==> config.mk <==
export PLATFORM = sky130hd
export DESIGN_NAME = regfile_sb
export DESIGN_NICKNAME = d
export VERILOG_FILES = /design/src/rtl/regfile_sb.sv
export SDC_FILE = /design/constraint.sdc
export NUM_CORES = 2
export LEC_CHECK = 0
export ABC_AREA = 1
export CORE_MARGIN = 4
export CORE_UTILIZATION = 32
export CTS_CLUSTER_SIZE = 10
export DETAILED_ROUTE_END_ITERATION = 6
export PLACE_DENSITY_LB_ADDON = 0.12
export RECOVER_POWER = 100
export SKIP_LAST_GASP = 1
export SYNTH_ARGS = -nofsm -noshare
export SYNTH_HDL_FRONTEND = slang
export SYNTH_SLANG_ARGS = --single-unit
==> constraint.sdc <==
create_clock -name clk -period 40.4 [get_ports clk]
set_input_delay 6.06 -clock clk [delete_from_list [all_inputs] [get_ports clk]]
set_output_delay 6.06 -clock clk [all_outputs]
set_load 0.005 [all_outputs]
==> src/rtl/regfile_sb.sv <==
// Multi-port integer register file with a pending-write scoreboard for RAW stall detection.
// Optional same-cycle write-to-read forwarding is enabled by defining RF_BYPASS_EN.
module regfile_sb #(
    parameter int XLEN  = 32,
    parameter int NREGS = 32,
    parameter int NRD   = 2,
    parameter int NWR   = 2,
    parameter int AW    = $clog2(NREGS)
) (
    input  logic                clk,
    input  logic                reset,
    input  logic [NRD*AW-1:0]   raddr,
    output logic [NRD*XLEN-1:0] rdata,
    output logic [NRD-1:0]      rbusy,
    input  logic [NWR-1:0]      wen,
    input  logic [NWR*AW-1:0]   waddr,
    input  logic [NWR*XLEN-1:0] wdata,
    input  logic                issue_valid,
    input  logic [AW-1:0]       issue_rd,
    output logic                any_busy
);

    logic [XLEN-1:0]  r_regs [NREGS];
    logic [NREGS-1:0] r_busy;

    logic [NREGS-1:0] w_wr_en;
    logic [XLEN-1:0]  w_wr_data [NREGS];
    logic [NREGS-1:0] w_set;
    logic [AW-1:0]    w_ra [NRD];

    // Per-register write resolution; port 0 is scanned last so it overrides older stages.
    always_comb begin
        w_wr_en = '0;
        w_set   = '0;
        for (int r = 0; r < NREGS; r++) begin
            w_wr_data[r] = '0;
        end
        for (int r = 1; r < NREGS; r++) begin
            for (int p = NWR - 1; p >= 0; p--) begin
                if (wen[p] && (waddr[p*AW +: AW] == AW'(r))) begin
                    w_wr_en[r]   = 1'b1;
                    w_wr_data[r] = wdata[p*XLEN +: XLEN];
                end
            end
            w_set[r] = issue_valid && (issue_rd == AW'(r));
        end
    end

    // Entry 0 never sees an enable or a set, so it stays at its reset value of zero.
    always_ff @(posedge clk or posedge reset) begin
        if (reset) begin
            for (int r = 0; r < NREGS; r++) begin
                r_regs[r] <= '0;
            end
            r_busy <= '0;
        end else begin
            for (int r = 0; r < NREGS; r++) begin
                if (w_wr_en[r]) begin
                    r_regs[r] <= w_wr_data[r];
                end
                r_busy[r] <= w_set[r] | (r_busy[r] & ~w_wr_en[r]);
            end
        end
    end

    always_comb begin
        rdata = '0;
        rbusy = '0;
        for (int i = 0; i < NRD; i++) begin
            w_ra[i] = raddr[i*AW +: AW];
            if (w_ra[i] != '0) begin
                rdata[i*XLEN +: XLEN] = r_regs[w_ra[i]];
                rbusy[i]              = r_busy[w_ra[i]];
`ifdef RF_BYPASS_EN
                // A retiring write satisfies the reader unless a newer producer issues now.
                if (w_wr_en[w_ra[i]]) begin
                    rdata[i*XLEN +: XLEN] = w_wr_data[w_ra[i]];
                    if (!w_set[w_ra[i]]) begin
                        rbusy[i] = 1'b0;
                    end
                end
`endif
            end
        end
    end

    assign any_busy = |r_busy;

endmodule

* Word level (Yosys, flattened, before mapping)
Index checks and enable logic that the tools add are counted.
** Storage, ports and cells
- Register bits :: 1023
- Input port bits :: 94
- Output and inout port bits :: 67
- Word-level logic and storage cells :: 458
** Cells by class
- Magnitude comparators :: 4
- Eq/ne operators :: 93
- Mux-type cells :: 138
- Bitwise operators :: 95
- Reduce and logical (&&, ||, !) cells :: 96
** Operators by type and width (count)
- $mux W32 :: 68
- $bmux W32 S5 :: 2
- $eq A5 B5 Y1 const B :: 48
- $eq A5 B4 Y1 const B :: 24
- $logic_and A1 B1 Y1 :: 93
- $mux W1 :: 66
- $eq A5 B3 Y1 const B :: 12
- $and A1 B1 Y1 :: 31
- $not A1 Y1 :: 31
- $or A1 B1 Y1 :: 31
- $reduce_or A31 Y1 :: 1
- $eq A5 B2 Y1 const B :: 6
- $eq A5 B1 Y1 const B :: 3
- $ge A6 B6 Y1 const B :: 2
- $lt A5 B6 Y1 const B :: 2
- $not A5 Y6 :: 2
- $bmux W1 S5 :: 2
- $reduce_bool A5 Y1 :: 2

* Logic depth before layout (Yosys ltp)
- Word-level depth :: 7
- Mapped depth :: 11
- Depth with buffers taken out :: 9

* Worst setup path after synthesis
OpenSTA, ideal clock, no wires.
- Path type :: input to output
- Start :: input port raddr[1]
- End :: output port rdata[10]
- Arrival :: 7111 ps
- Required time :: 34340 ps
- Slack :: 27229 ps
- Stages on the path :: 9
- Buffers on the path :: 3
- Cell sequence :: buf_2 > nor2_2 > buf_2 > clkbuf_1 > nand2_1 > nand3_1 > nand3_1 > nand3_1 > nand2_1
** On the way
- Cells in the longest elaborated chain, start to end :: 5
- Elaborated cells on any way between the ends :: 6
** RTL lines
- from (decl) :: line 12 : input logic [NRD*AW-1:0] raddr,
- $not A5 Y6 (not written as such) :: line 72 : rdata[i*XLEN +: XLEN] = r_regs[w_ra[i]];
- $bmux W32 S5 :: line 72
- $mux W32 (not written as such) (2 in series) :: line 72
- $mux W32 (*) :: line 71 : if (w_ra[i] != '0) begin
- to (decl) :: line 13 : output logic [NRD*XLEN-1:0] rdata,
Mark *: on every way between the ends. The rest lies on a longest branch, timed or not. The select of a mux whose other input is x is not followed.

* Worst setup path after layout
- Start :: input port raddr[5]
- End :: output port rdata[59]
The elaborated chain is that of the path after synthesis.

==> flow_summary.toml <==
[setup_path]
start_kind = "input port"
cp.required_ns = 34.34
endpoint_kind = "output pin"
crit_type = "input port to output pin"
slowest_stage = "nor2_1"
slowest_delay_ns = 4.39
crit_chain = "clkbuf_1 > clkinvlp_2 > nor2_1 > clkbuf_1 > clkbuf_1 > nand2_1 > nand3_1 > nand3_1 > nand2_1 > nand2_1 > nand2_1 > dlygate4sd3_1"
critPathBufInv = 5
path_max_fanout = 73
arrival_ns = 22.84
crit_path_frequent_cell = "nand2_1"
cp_top_family = "buffers and inverters"

[clock_tree]
cts_setup_buffers = 0
tritoncts = "done"
clk_latency_ns = 0.80
cts_buffer_depth = 3
cts_inserted_buffers = 135
cts_resized = 0
holdBufCountCts = 0
cts.sinks = 1023
clkTransAtPathRegs_ns = 0.06
htreeDepth = 4
cts-root-buf = "clkbuf_16"

[power]
p_leak_nw = 32.2
max-vdd-ir-drop_mv = 0.0486
powerDensity_nw_per_um2 = 51.0
total_power_w = 0.00366

[finish]
post-route-util_pct = 35.5
area_growth_pct = 10.3
fillers = 21300
layout-drive-gt1-share_pct = 4.59
final_nets = 8900
final_cell_mix = "2,663 x nand2_1, 2,178 x nand3_1, 1,023 x dfrtp_1"
final_common_cell = "nand2_1"

[synthesis]
synth_area_leaders = "dfrtp_1 39%, nand3_1 17%, nand2_1 15%"
synthCells = 9292
synth.avg_cell_area_um2 = 7.01
ys_ff_latch = 1023
yosys.area.top_type = "dfrtp_1"
synth_edf_count = 0
synth_area_um2 = 65200
synth_cell_types = 23
synth.top_cell.area_share_pct = 39.3
synth-seq-area-share_pct = 39.3
ys.flop_type = "dfrtp_1"
yosys_warnings = 0
synth-async-reset-ratio_pct = 100
syn_nets = 9386

[route]
vias_per_cell = 6.43
drt-total-wl_um = 392000
wl_per_cell_um = 33.8
dr_total_vias = 74500
route.detailed.drc = 0
antenna_left = 0
dr.first_iter.drc_count = 11200
dr.pass1.iters = 7

[sta]
hold_viol = 0
slew_headroom_pct = -467
tightest_slew_ns = 8.50
clock_skew_ns = 0
rsz0062_at_grt = "no"
finalCritPeriodShare_pct = 71.5
fmax_mhz = 34.6
setup_viol = 0
setup_tns_ns = 0
report.final.slew_viol_count = 3718
finalCriticalPeriod_ns = 28.90

[placement]
hpwl_um = 211000
place_congestion = 0.895
io_buffers = 160

[global_routing]
grt_antenna_before_repair = 21
grt_pass1_wl_um = 548000
gr-total-overflow = 0
grt_pass1_vias = 70000
grt_max_degree = 153
grt_usage_pct = 35.9

[floorplanning]
design.core.area_um2 = 202000
start_util_pct = 32.2
die_h_um = 459
top_level_ports = 161
fp.dieW_um = 459
die-area_um2 = 211000
rows = 165

[flow_run]
drv_cap = 95

[min_path]
hold_path.class = "register to register"

[status]
violations = "capacitance limit, slew limit"
status = "finished, violations left"
==> cell usage after synthesis (all sizes together) (4+ instances only) <==
cell / count
nand2: 2679
nand3: 2178
dfrtp: 1023
o221ai: 896
inv: 826
clkbuf: 513
buf: 472
nor2: 291
a21oi: 266
o211ai: 96
o22ai: 21
o21ai: 20
nor4: 4
==> per-stage QoR <==
stage / hold WS, ns / worst slack, ns / cells / cell area (µm²)
final: 0.488 / 11.50 / 11600 / 71900
after global routing: 0.505 / 11.88 / 11600 / 71800
after CTS: 0.491 / 23.52 / 11600 / 72400
after detailed placement: 0.476 / 23.53 / 11300 / 68100
after global placement: 0.473 / 23.44 / 11300 / 68100
after floorplan: 0.459 / 5.55 / 9292 / 65200
==> metal layers <==
metal	vias up	GRT usage [%]	routed length, µm	share of wire [%]
li1	30800	-	-	-
met3	1425	11.0	47300	12
met1	36600	45.4	149000	38
met5	-	0.344	169	0.043
met4	18	24.3	31000	7.9
met2	5726	52.5	164000	42
==> cells by family (layout without fill, tap and decap cells) <==
family                 after synthesis  in the layout  share of synthesized area, %
other                                0              9                             0
AOI/OAI and AO/OA                 1299           1299                          15.6
buffers and inverters             1813           1423                          11.2
DFF                               1023           1023                          39.3
and+or+nand+nor                   5157           5157                          34.0
==> registers in the layout, indices dropped and copies added (netlist names) <==
name    cells
r_regs    992
r_busy     31
==> final cells by class <==
class	instances	area, µm²	share of cell area [%]
diodes	9	22.5	0.0313
clock buffers	207	4090	5.69
clock inverters	26	254	0.353
inverters	828	3160	4.39
multi-input cells	6456	32500	45.2
flip-flops and latches	1023	25600	35.6
well taps	2672	3340	4.65
repair buffers	362	2950	4.10
==> power breakdown <==
part	internal, W	total (W)	switching (W)
sequential	0.00130	0.00147	0.000171
clock	0.000713	0.00123	0.000518
combinational	0.000351	0.000964	0.000613
total	0.00236	0.00366	0.00130
==> final timing paths <==
| path | start | cells past startpoint | endpoint | slack (ns) |
|---|---|---|---|---|
| setup / recovery | raddr[5] | 12 | rdata[59] | 11.50 |
| hold / removal | r_regs[939] | 2 | r_regs[939] | 0.49 |
| min in group asynchronous | reset | 2 | r_regs[312] | 7.06 |
| setup reg to reg | r_regs[185] | 2 | r_regs[185] | 39.39 |
| max in group asynchronous | reset | 5 | r_regs[942] | 23.65 |
| hold reg to reg | r_regs[939] | 2 | r_regs[939] | 0.49 |
==> worst register-to-register path, cell delays in order (launching register included) <==
cell and delay (ns):
dfrtp_1 0.42, nand3_1 0.10, o211ai_1 0.16
Note: power is estimated with default switching activity, not from simulation.
